[config.mk]
export PLATFORM = sky130hd
export DESIGN_NAME = fetch_sequencer
export DESIGN_NICKNAME = d
export VERILOG_FILES = /design/src/rtl/fetch_sequencer.sv
export SDC_FILE = /design/constraint.sdc
export NUM_CORES = 1
export LEC_CHECK = 0
export ABC_AREA = 1
export CORE_AREA = 4 4 164 166
export CTS_BUF_LIST = sky130_fd_sc_hd__clkbuf_4 sky130_fd_sc_hd__clkbuf_8
export DETAILED_ROUTE_END_ITERATION = 10
export DIE_AREA = 0 0 168 170
export MAX_ROUTING_LAYER = met4
export SETUP_SLACK_MARGIN = 0.5
export SLEW_MARGIN = 20
export SYNTH_ARGS = -nofsm -noshare
export SYNTH_HDL_FRONTEND = slang
export SYNTH_SLANG_ARGS = --single-unit
export TNS_END_PERCENT = 20
[constraint.sdc]
create_clock -name clock -period 1.6 [get_ports clock]
set_input_delay 0.32 -clock clock [delete_from_list [all_inputs] [get_ports clock]]
set_output_delay 0.32 -clock clock [all_outputs]
set_load 0.02 [all_outputs]
[src/rtl/fetch_sequencer.sv]
// fetch_sequencer: PC sequencing and hazard control for a Y86-style pipeline.
//
// Ports
//   clock, reset           single clock, synchronous active-high reset
//   f_icode..f_mem_error   fetch-stage decode of the current pc_val
//   d_srcA, d_srcB         decode-stage source register IDs (4'hF = none)
//   e_icode, e_dstM        execute-stage icode and load destination
//   e_cnd, e_valA          branch condition and fall-through PC
//   w_icode, w_valM, w_exc write-back icode, memory value, exception commit
//   pc_val                 registered PC presented to fetch
//   f_stall, d_stall,
//   d_bubble, e_bubble     pipeline-register controls (combinational)
//   stat                   registered status: 1=AOK 2=HLT 3=ADR 4=INS
//   halted                 processor has stopped
//   mispredict_cnt,
//   stall_cnt              performance counters
//
// Optional feature macro: FETCH_SEQ_PERF_EN enables the saturating
// performance counters; when it is undefined both read as 0 and no counter
// flops are built.

module fetch_sequencer #(
  parameter logic [63:0] RESET_PC = 64'd0
) (
  input  logic        clock,
  input  logic        reset,
  input  logic [3:0]  f_icode,
  input  logic [63:0] f_valC,
  input  logic [63:0] f_valP,
  input  logic        f_valid,
  input  logic        f_mem_error,
  input  logic [3:0]  d_srcA,
  input  logic [3:0]  d_srcB,
  input  logic [3:0]  e_icode,
  input  logic [3:0]  e_dstM,
  input  logic        e_cnd,
  input  logic [63:0] e_valA,
  input  logic [3:0]  w_icode,
  input  logic [63:0] w_valM,
  input  logic        w_exc,
  output logic [63:0] pc_val,
  output logic        f_stall,
  output logic        d_stall,
  output logic        d_bubble,
  output logic        e_bubble,
  output logic [2:0]  stat,
  output logic        halted,
  output logic [31:0] mispredict_cnt,
  output logic [31:0] stall_cnt
);

  localparam logic [3:0] I_HALT  = 4'h0;
  localparam logic [3:0] I_MRMOV = 4'h5;
  localparam logic [3:0] I_JXX   = 4'h7;
  localparam logic [3:0] I_CALL  = 4'h8;
  localparam logic [3:0] I_RET   = 4'h9;
  localparam logic [3:0] I_POP   = 4'hB;
  localparam logic [3:0] R_NONE  = 4'hF;

  localparam logic [2:0] S_AOK = 3'd1;
  localparam logic [2:0] S_HLT = 3'd2;
  localparam logic [2:0] S_ADR = 3'd3;
  localparam logic [2:0] S_INS = 3'd4;

  typedef enum logic [2:0] {
    RUN, RET_WAIT, HALT_PEND, ERR_PEND, STOPPED
  } state_t;

  state_t     state;
  logic [2:0] err_code;

  logic load_use, mispredict, ret_res;

  assign load_use   = (e_icode == I_MRMOV || e_icode == I_POP) && (e_dstM != R_NONE) &&
                      (e_dstM == d_srcA || e_dstM == d_srcB);
  assign mispredict = (e_icode == I_JXX) && !e_cnd && (state != STOPPED);
  assign ret_res    = (state == RET_WAIT) && (w_icode == I_RET);
  assign halted     = (state == STOPPED);

  // Controls are forced quiet while reset is asserted so the pipeline
  // registers do not act on a half-initialised sequencer.
  always_comb begin
    f_stall  = 1'b0;
    d_stall  = 1'b0;
    d_bubble = 1'b0;
    e_bubble = 1'b0;
    if (!reset) begin
      if (state == STOPPED) begin
        f_stall = 1'b1;
        d_stall = 1'b1;
      end else if (mispredict) begin
        d_bubble = 1'b1;
        e_bubble = 1'b1;
      end else begin
        if (load_use) begin
          f_stall  = 1'b1;
          d_stall  = 1'b1;
          e_bubble = 1'b1;
        end
        // A load-use stall keeps the decoded instruction in place, so the
        // ret-wait bubble must not overwrite it.
        if (state == RET_WAIT) begin
          f_stall  = 1'b1;
          d_bubble = !load_use;
        end
        if (state == HALT_PEND || state == ERR_PEND) f_stall = 1'b1;
      end
    end
  end

  always_ff @(posedge clock) begin
    if (reset) begin
      pc_val   <= RESET_PC;
      state    <= RUN;
      stat     <= S_AOK;
      err_code <= S_INS;
    end else if (state == STOPPED) begin
      // frozen until reset
    end else if (mispredict) begin
      pc_val <= e_valA;
      state  <= RUN;
    end else if (ret_res) begin
      pc_val <= w_valM;
      state  <= RUN;
    end else begin
      case (state)
        RUN: begin
          if (!load_use) begin
            // A failed fetch makes f_icode meaningless, so errors are
            // examined before the opcode.
            if (f_mem_error) begin
              state    <= ERR_PEND;
              err_code <= S_ADR;
            end else if (!f_valid) begin
              state    <= ERR_PEND;
              err_code <= S_INS;
            end else if (f_icode == I_HALT) begin
              state <= HALT_PEND;
            end else if (f_icode == I_RET) begin
              pc_val <= f_valP;
              state  <= RET_WAIT;
            end else if (f_icode == I_JXX || f_icode == I_CALL) begin
              pc_val <= f_valC;
            end else begin
              pc_val <= f_valP;
            end
          end
        end
        HALT_PEND: if (w_icode == I_HALT) begin
          state <= STOPPED;
          stat  <= S_HLT;
        end
        ERR_PEND: if (w_exc) begin
          state <= STOPPED;
          stat  <= err_code;
        end
        default: ;
      endcase
    end
  end

`ifdef FETCH_SEQ_PERF_EN
  logic [31:0] mp_q, st_q;

  always_ff @(posedge clock) begin
    if (reset) begin
      mp_q <= '0;
      st_q <= '0;
    end else begin
      if (mispredict && mp_q != 32'hFFFF_FFFF) mp_q <= mp_q + 32'd1;
      if (f_stall && state != STOPPED && st_q != 32'hFFFF_FFFF) st_q <= st_q + 32'd1;
    end
  end

  assign mispredict_cnt = mp_q;
  assign stall_cnt      = st_q;
`else
  assign mispredict_cnt = 32'd0;
  assign stall_cnt      = 32'd0;
`endif

endmodule

# Word-level counts from Yosys, hierarchy flattened
# Cells that the tools add are included.
# Widths: inputs -> output; s select.
dict set report totals {
  out_inout_bits 136
  elab_cells 95
  register_bits 73
}
dict set report classes {
  eq_ne 25
  bitwise 4
  reduce_logical 22
  mux 40
}
# op n
set ops {}
lappend ops {{$mux 64} 9}
lappend ops {{$mux 3} 13}
lappend ops {{$reduce_and 6->1} 4}
lappend ops {{$eq 4x4->1 const B} 4}
lappend ops {{$mux 1} 16}
lappend ops {{$eq 4x3->1 const B} 3}
lappend ops {{$ne 4x4->1 const B} 3}
lappend ops {{$pmux 3 s3} 1}
lappend ops {{$eq 4x4->1} 2}
lappend ops {{$logic_not 4->1} 2}
lappend ops {{$ne 7x7->1 const B} 1}
lappend ops {{$eq 3x2->1 const B} 2}
lappend ops {{$ne 3x1->1 const B} 2}
lappend ops {{$ne 3x3->1 const B} 2}
lappend ops {{$pmux 3 s2} 1}
lappend ops {{$reduce_bool 3->1} 2}
lappend ops {{$logic_and 1x1->1} 5}
lappend ops {{$reduce_bool 5->1} 1}
lappend ops {{$logic_or 1x1->1} 4}
lappend ops {{$ne 2x1->1 const B} 2}
lappend ops {{$ne 4x3->1 const B} 1}
lappend ops {{$not 1->1} 4}
lappend ops {{$eq 3x1->1 const B} 1}
lappend ops {{$eq 3x3->1 const B} 1}
lappend ops {{other kinds (4)} 5}

# Logic depth before layout (Yosys ltp)
# Gate-level depths: netlist of run 1.
dict set report logic_depth {
  depth_word 11
  depth_mapped 14
  ltp_nobuf 12
}

# Least setup slack after synthesis of run 1
# Ideal clock, no wire load.
dict set report synth_timing {
  path_kind {reg2out}
  startpoint {reg state[0]}
  endpoint {out e_bubble}
  path_stages_with_launch 6
  arrival_time_ns 1.485
  path_buffers 1
  path_slack_ns -0.205
  path_cell_list {dfxtp_1 > nor2_2 > nand2_2 > nand3_2 > buf_2 > a211oi_1}
}
dict set report synth_via {
  elab_chain_cells 5
  elab_cells_between_ends 6
  classes_between {eq/ne (2); mux (3); reduce/logical (1)}
}
# item line_no
set synth_rtl {}
lappend synth_rtl {{from (decl)} 69} ;# state_t state;
lappend synth_rtl {{from (signal assigned)} 114} ;# state <= RUN;
lappend synth_rtl {{from (signal assigned)} 121} ;# state <= RUN;
lappend synth_rtl {{from (signal assigned)} 124} ;# state <= RUN;
lappend synth_rtl {{$ne 3x3->1} 76} ;# assign mispredict = (e_icode == I_JXX) && !e_cnd && (state != STOPPED);
lappend synth_rtl {{$logic_and 1x1->1} 76}
lappend synth_rtl {{$mux 1} 91} ;# end else if (mispredict) begin
lappend synth_rtl {{$mux 1 *} 88} ;# if (state == STOPPED) begin
lappend synth_rtl {{$mux 1 *} 87} ;# if (!reset) begin
lappend synth_rtl {{to (decl)} 45} ;# output logic e_bubble,
# Mark *: on every way between the ends. The rest lies on a longest branch, timed or not.

# Worst setup path after layout of run 1
dict set report layout_timing {
  startpoint {reg state[0]}
  endpoint {reg pc_val[20]}
}
dict set report layout_via {
  elab_chain_cells 4
  elab_cells_between_ends 15
  classes_between {eq/ne (6); mux (2); bitwise (1); reduce/logical (6)}
}
# item line_no
set layout_rtl {}
lappend layout_rtl {{$ne 3x3->1 / $eq 3x1->1 (equally long branches)} {76, 77}}
lappend layout_rtl {{$logic_and 1x1->1 (on tied branches)} {76, 77}}
lappend layout_rtl {{$ne 3x3->1 (no source line) (tied with other cells)} -}
lappend layout_rtl {{$reduce_and 6->1 (no source line) / $mux 64 (equally long branches)} -}
lappend layout_rtl {{to (signal assigned)} 120} ;# pc_val <= e_valA;
lappend layout_rtl {{to (signal assigned)} 123} ;# pc_val <= w_valM;
lappend layout_rtl {{to (signal assigned)} 140} ;# pc_val <= f_valP;
lappend layout_rtl {{to (decl)} 41} ;# output logic [63:0] pc_val,
# Parallel ways exist; a longest one is shown, timed or not.
# A chain may end at the register's enable or synchronous reset.

==> flow_metrics.py, run 1 <==
metrics = {
    "pwr": {
        "powerDensity_mw_per_mm2": 846,
        "ir_drop_v": 0.000509,
        "p_total_mw": 10.8,
        "p_leak_nw": 6.59,
    },
    "sta": {
        "clock.fmax_mhz": 548,
        "period_share": 1.14,
        "grt_setup_unrepaired": "true",
        "worst_clock_skew_ns": 0.0164,
        "setup_slack_ns": -0.224,
        "tightest_slew_ns": 0.664,
        "hold_viol_final": 0,
        "slew_violations": 0,
        "hold-worst-slack_ns": 0.483,
        "fin_crit_ns": 1.82,
        "report.final.setup_viol": 76,
        "slew_headroom": 0.558,
    },
    "critical_path": {
        "rrSetupSlack_ns": -0.22,
        "rr_startpoint": "state[0]$_SDFFE_PP0P_",
        "startpoint_type": "register",
        "r2r_end": "pc_val[20]$_SDFFE_PP0P_",
        "worstPathArrival_ns": 2.09,
        "crit_family": "buffers and inverters",
        "required_ns": 1.86,
        "cpMaxStageDelayCell": "dfxtp_4",
        "critPathBufInv": 5,
        "startpoint": "state[0]$_SDFFE_PP0P_",
        "crit_cells": 12,
        "worstPathMaxFanout": 9,
        "worstRegToRegCells": 12,
        "crit_chain": "nor2_4 > nand2_4 > nand3_4 > buf_8 > nand2_8 > inv_12 > nand2_8 > buf_12 > buf_12 > clkbuf_16 > a21oi_2 > nor2_1",
        "cpPeakStageDelay_ns": 0.37,
        "critPathCaptureType": "register",
        "worstSetupPathType": "register to register",
        "setup.worst_path.end": "pc_val[20]$_SDFFE_PP0P_",
    },
    "die": {
        "io_pins": 422,
        "die_area_mm2": 0.0286,
        "core-area_mm2": 0.0256,
        "die_h_um": 170,
        "die_x_um": 168,
        "initial_utilization": 0.270,
        "fp-row-count": 59,
    },
    "detailed_routing": {
        "wl_met1_um": 13300,
        "vias_per_cell": 4.60,
        "postRouteAntennaNets": 0,
        "initialDrtViolationCount": 579,
        "dr.pass1.iters": 5,
        "dr_wl_met2_um": 17800,
        "wl_per_cell_um": 16.6,
        "wl_met3_um": 2260,
        "routed_wl_um": 34500,
        "drc": 0,
        "vias": 9538,
        "top_layer": "met4",
    },
    "cells_and_area": {
        "design_area_mm2": 0.0128,
        "final_nets": 2014,
        "layout-drive-gt1-share": 0.197,
        "utilization": 0.500,
        "area_delta_synth_final_pct": 85.3,
    },
    "worst_hold_path": {
        "hold_path.class": "register to register",
        "hp-start": "pc_val[35]$_SDFFE_PP0P_",
    },
    "synth": {
        "ys_top_cells_by_count": "575 x nand2_1, 201 x nand3_1, 123 x inv_1",
        "ys_types": 25,
        "synth_xor_area_frac": 0,
        "synth_edf_count": 0,
        "synth_cells": 1334,
        "synth_top_family_by_area": "simple AND/OR/NAND/NOR gates",
        "synth.avg_cell_area_um2": 5.18,
        "synth-seq-area-share": 0.208,
        "synth.ff_latch_count": 72,
        "synthMuxAreaShare": 0,
        "synth_ff_type": "dfxtp_1",
        "synth_area_leaders": "nand2_1 31%, dfxtp_1 21%, nand3_1 15%, buf_4 7.6%, inv_1 6.7%",
        "syn_area_mm2": 0.00692,
        "synthArstFlopShare": 0,
        "synth_top_area_share": 0.312,
        "synth_warnings": 0,
        "yosysTopAreaCell": "nand2_1",
        "synthSimpleGateAreaFrac": 0.513,
        "yosysMostFrequentCell": "nand2_1",
        "synth_compound_area_frac": 0.0593,
        "synthAdderAreaFrac": 0,
    },
    "clock_tree": {
        "hold_buffers": 0,
        "cts.sinks": 72,
        "cts-root-buf": "clkbuf_8",
        "cts_max_path_buffers": 2,
        "htree_num_levels": 3,
        "clkLatencyLatePin_ns": 0.38,
        "cts.reportedPaths.clkPinSlew_ns": 0.09,
        "tritoncts": "built",
        "cts_buffers": 9,
    },
    "grt": {
        "grt_max_degree": 73,
        "overflow": 0,
        "grt_pass1_wl_um": 50400,
        "grt_usage": 0.229,
        "antenna_found_initial": 4,
        "grt_pass1_vias": 8858,
    },
    "placement": {
        "hpwl_um": 22800,
        "dpl_cell_area_mm2": 0.0110,
        "gp_congestion": 0.892,
        "pre_cts_ws_ns": -0.996,
        "io_buffers": 357,
    },
    "status": {
        "violations": "setup timing",
        "outcome": "finished with violations",
    },
    "run": {
        "drv_cap": 0,
    },
}
==> flip-flops by register name, summed over array words and instances (netlist names) <==
name and cells:
state 3, pc_val 64, err_code 2, stat 3
==> cell type report <==
cell class	count	area [µm²]
Fill cell	2614	12800
Antenna cell	4	10.0
Inverter	157	613
Clock buffer	9	124
Multi-Input combinational cell	1014	4740
Timing Repair Buffer	474	5360
Sequential cell	72	1450
Clock inverter	7	95.1
Tap cell	335	419
==> where the power goes <==
part	leakage, nW	switching [mW]	total (mW)	internal [mW]
combinational	5.89	3.42	6.62	3.20
sequential	0.593	0.295	2.50	2.21
clock	0.110	0.834	1.72	0.882
==> worst reg2reg max path: cells and delay by family (launching register included) <==
family          cells  cell delay [ns]
buf+inv             5             0.67
simple gates        6             0.56
compound gates      1             0.12
flops               1             0.37
==> stage by stage <==
step	setup TNS, ns	std cells
floorplan	0	1397
global placement	-51.40	1997
detailed placement	-53.90	1997
CTS	-13.76	2050
global route	-19.61	2072
finish	-12.46	2072
==> how the worst min path moves through the flow <==
stage,end,slack [ns],cells after the start
floorplan,stat[2]$_SDFFE_PP0P_,0.44,2
global placement,stat[0]$_SDFFE_PP1P_,0.45,2
detailed placement,stat[0]$_SDFFE_PP1P_,0.45,2
CTS,stat[2]$_SDFFE_PP0P_,0.47,2
global route,pc_val[40]$_SDFFE_PP0P_,0.51,2
finish,pc_val[35]$_SDFFE_PP0P_,0.48,2
==> repair_timing <==
item / CTS / global route
endpoints found under the setup margin: 144 / 144
setup buffers: 17 / 13
gates cloned: 20 / 5
pin swaps: 32 / 61
gates resized for setup: 353 / 236
==> routing by layer <==
metal  GRT usage  vias to the layer above
li1            -                     4761
met1       0.267                     4310
met2       0.404                      402
met3      0.0309                       65
met4      0.0850                        0
met5           -                        -
==> cell usage in the layout (no fill, tap or decap), types with 13 or more instances in the layout <==
cell	netlist	layout
buf_4	70	87
clkinv_1	28	17
dfxtp_1	72	69
a21oi_1	75	42
nor2_1	81	74
buf_16	0	18
dlygate4sd2_1	0	16
buf_12	0	28
inv_2	6	19
inv_1	123	116
clkdlybuf4s50_1	0	262
nand3_2	1	13
a21oi_2	0	30
nand2_2	1	30
buf_6	4	39
conb_1	1	64
nand3_1	201	185
nand2_1	575	533
==> kinds of logic (layout without fill, tap and decap cells) <==
| kind of cell | Yosys count | in the layout |
|---|---|---|
| AO/OA/AOI/OAI | 80 | 80 |
| buffers and inverters | 311 | 647 |
| other | 1 | 68 |
| AND/OR/NAND/NOR | 870 | 870 |
| flip-flops | 72 | 72 |
(Power assumes the default switching activity.)
==> run 2, diff against run 1 <==
--- a/config.mk
+++ b/config.mk
@@ -7,7 +7,6 @@
 export LEC_CHECK = 0
 export ABC_AREA = 1
 export CORE_AREA = 4 4 164 166
-export CTS_BUF_LIST = sky130_fd_sc_hd__clkbuf_4 sky130_fd_sc_hd__clkbuf_8
 export DETAILED_ROUTE_END_ITERATION = 10
 export DIE_AREA = 0 0 168 170
 export MAX_ROUTING_LAYER = met4
==> run 2 against run 1 <==
First-iteration DRC count grew 11%; clock power up 31%; largest cell class unchanged; the run still ends with setup timing left; final area rose by 2.5%; cell count rose by 0.63%.
==> flow_metrics.py, run 2 (synthesized netlist as in run 1, its figures left out) <==
metrics = {
    "grt": {
        "met1_usage": 0.259,
        "grt-busiest-layer": "met2",
        "overflow": 0,
        "grt_pass1_wl_um": 49200,
        "grtUsageMet2": 0.392,
        "grt_max_degree": 73,
        "grt_use_met3": 0.0321,
        "antenna_found_initial": 6,
        "grt_pass1_vias": 8702,
        "grt_usage": 0.223,
    },
    "die": {
        "io_pins": 422,
        "die_x_um": 168,
        "die_area_mm2": 0.0286,
        "fp-row-count": 59,
        "initial_utilization": 0.270,
        "die_h_um": 170,
        "core-area_mm2": 0.0256,
    },
    "detailed_routing": {
        "vias_per_cell": 4.64,
        "postRouteAntennaNets": 0,
        "drc": 0,
        "routed_wl_um": 35300,
        "vias": 9671,
        "initialDrtViolationCount": 642,
        "dr.pass1.iters": 5,
        "wl_per_cell_um": 16.9,
    },
    "critical_path": {
        "r2r_end": "pc_val[15]$_SDFFE_PP0P_",
        "rr_startpoint": "state[1]$_SDFFE_PP0P_",
        "rrSetupSlack_ns": -0.18,
        "worstPathMaxFanout": 10,
        "critPathCaptureType": "register",
        "worstPathArrival_ns": 2.02,
        "worstSetupPathType": "register to register",
        "required_ns": 1.84,
        "worstRegToRegCells": 12,
        "startpoint_type": "register",
    },
    "sta": {
        "setup_slack_ns": -0.179,
        "period_share": 1.11,
        "hold_viol_final": 0,
        "report.final.setup_viol": 74,
        "worst_clock_skew_ns": 0.0113,
        "tightest_slew_ns": 0.672,
        "fin_crit_ns": 1.78,
        "grt_setup_unrepaired": "true",
        "slew_headroom": 0.552,
        "slew_violations": 0,
        "hold-worst-slack_ns": 0.431,
        "clock.fmax_mhz": 562,
    },
    "clock_tree": {
        "hold_buffers": 0,
        "tritoncts": "built",
        "cts-root-buf": "clkbuf_16",
        "cts.reportedPaths.clkPinSlew_ns": 0.07,
        "cts.sinks": 72,
        "clkLatencyLatePin_ns": 0.35,
        "htree_num_levels": 3,
        "cts_max_path_buffers": 2,
        "cts_buffers": 9,
    },
    "cells_and_area": {
        "largest_register_ffs": 64,
        "fillerInstances": 2578,
        "layout-drive-gt1-share": 0.197,
        "largest_register": "pc_val",
        "finalNonFillerCells": 2085,
        "reg_top3": "pc_val x64, stat x3, state x3",
        "final_common_cell": "nand2_1",
        "mostFrequentLayoutCells": "546 x nand2_1, 259 x clkdlybuf4s50_1, 187 x nand3_1, 114 x inv_1, 76 x nor2_1",
        "multi_input_area_mm2": 0.00470,
        "final_nets": 2025,
        "area_delta_synth_final_pct": 89.9,
        "layout.area.seq_mm2": 0.00145,
    },
    "pwr": {
        "p_leak_nw": 6.72,
        "powerDensity_mw_per_mm2": 892,
        "ir_drop_v": 0.000658,
    },
    "status": {
        "outcome": "finished with violations",
        "violations": "setup timing",
    },
    "placement": {
        "placed_cells": 1997,
        "io_buffers": 357,
        "hpwl_um": 22800,
        "gp_congestion": 0.892,
        "pre_cts_ws_ns": -0.996,
    },
    "worst_hold_path": {
        "hold_path_depth": 3,
        "hp-start": "f_mem_error",
        "whs_endpoint": "err_code[2]$_SDFFE_PP1P_",
        "hold_path.class": "input pin to register",
    },
    "run": {
        "drv_cap": 0,
    },
}
==> run 2: cell types whose count changed in the layout (fill, tap and decap cells not counted), moves of 4 or more <==
cell,change
dlygate4sd2_1,-9
a21oi_1,-4
nand2_2,-12
nand2_1,+13
inv_2,-5
buf_6,+31
clkbuf_8,-9
bufbuf_16,-4
buf_4,-26
clkbuf_16,+19
clkinv_1,+8
clkbuf_2,+7
==> run 2: per-layer routing <==
| metal | vias up | part of all wire |
|---|---|---|
| li1 | 4792 | - |
| met3 | 59 | 0.063 |
| met5 | - | 0 |
| met1 | 4409 | 0.39 |
| met2 | 411 | 0.52 |
| met4 | 0 | 0.035 |
==> run 2: per-stage QoR <==
step / power, mW / area (µm²) / util / setup TNS [ns]
2_1_floorplan: 5.57 / 7400 / - / 0
3_3_place_gp: 7.66 / 11000 / 0.431 / -51.40
3_5_place_dp: 7.69 / 11000 / 0.431 / -53.90
4_1_cts: 10.7 / 12300 / 0.480 / -10.24
5_1_grt: 12.4 / 13100 / 0.513 / -16.05
6_report: 11.7 / 13100 / 0.513 / -9.46
==> run 2: layout make-up <==
cell class | count | area share
Timing Repair Buffer | 485 | 0.427
Multi-Input combinational cell | 1014 | 0.358
Sequential cell | 72 | 0.111
Inverter | 157 | 0.0471
Tap cell | 335 | 0.0319
Clock buffer | 9 | 0.0171
Clock inverter | 7 | 0.00724
Antenna cell | 6 | 0.00114
==> run 2: how the worst max path moves through the flow <==
stage,endpoint,slack [ns],startpoint,depth (start not counted)
after detailed placement,e_bubble,-1.0,e_dstM[2],10
final,pc_val[15]$_SDFFE_PP0P_,-0.18,state[1]$_SDFFE_PP0P_,12
after global placement,e_bubble,-0.95,e_dstM[2],10
after CTS,f_stall,-0.20,state[0]$_SDFFE_PP0P_,7
after global routing,pc_val[62]$_SDFFE_PP0P_,-0.25,state[2]$_SDFFE_PP0P_,15
after floorplan,pc_val[16]$_SDFFE_PP0P_,0.14,f_icode[3],12
==> run 2: repair_timing <==
item | CTS | global route
resized for setup | 389 | 254
buffers inserted | 22 | 13
pin swaps | 28 | 60
gates cloned | 14 | 17
setup endpoints to repair | 144 | 144
==> run 2: worst max-delay path: stages (launching register included) <==
cell	delay [ns]
dfxtp_4	0.35
nor2_4	0.13
nand2_4	0.08
nand3_4	0.10
buf_8	0.14
nand2_8	0.07
inv_8	0.09
nand2_8	0.09
buf_6	0.14
buf_12	0.13
buf_16	0.15
a21oi_1	0.13
nor2_1	0.07
==> run 2: report_power, final <==
group | internal, mW | total, mW | switching [mW] | leakage (nW)
Combinational | 3.40 | 6.92 | 3.52 | 5.97
Sequential | 2.21 | 2.54 | 0.325 | 0.593
Clock | 1.37 | 2.26 | 0.888 | 0.156
Total | 6.98 | 11.7 | 4.73 | 6.72
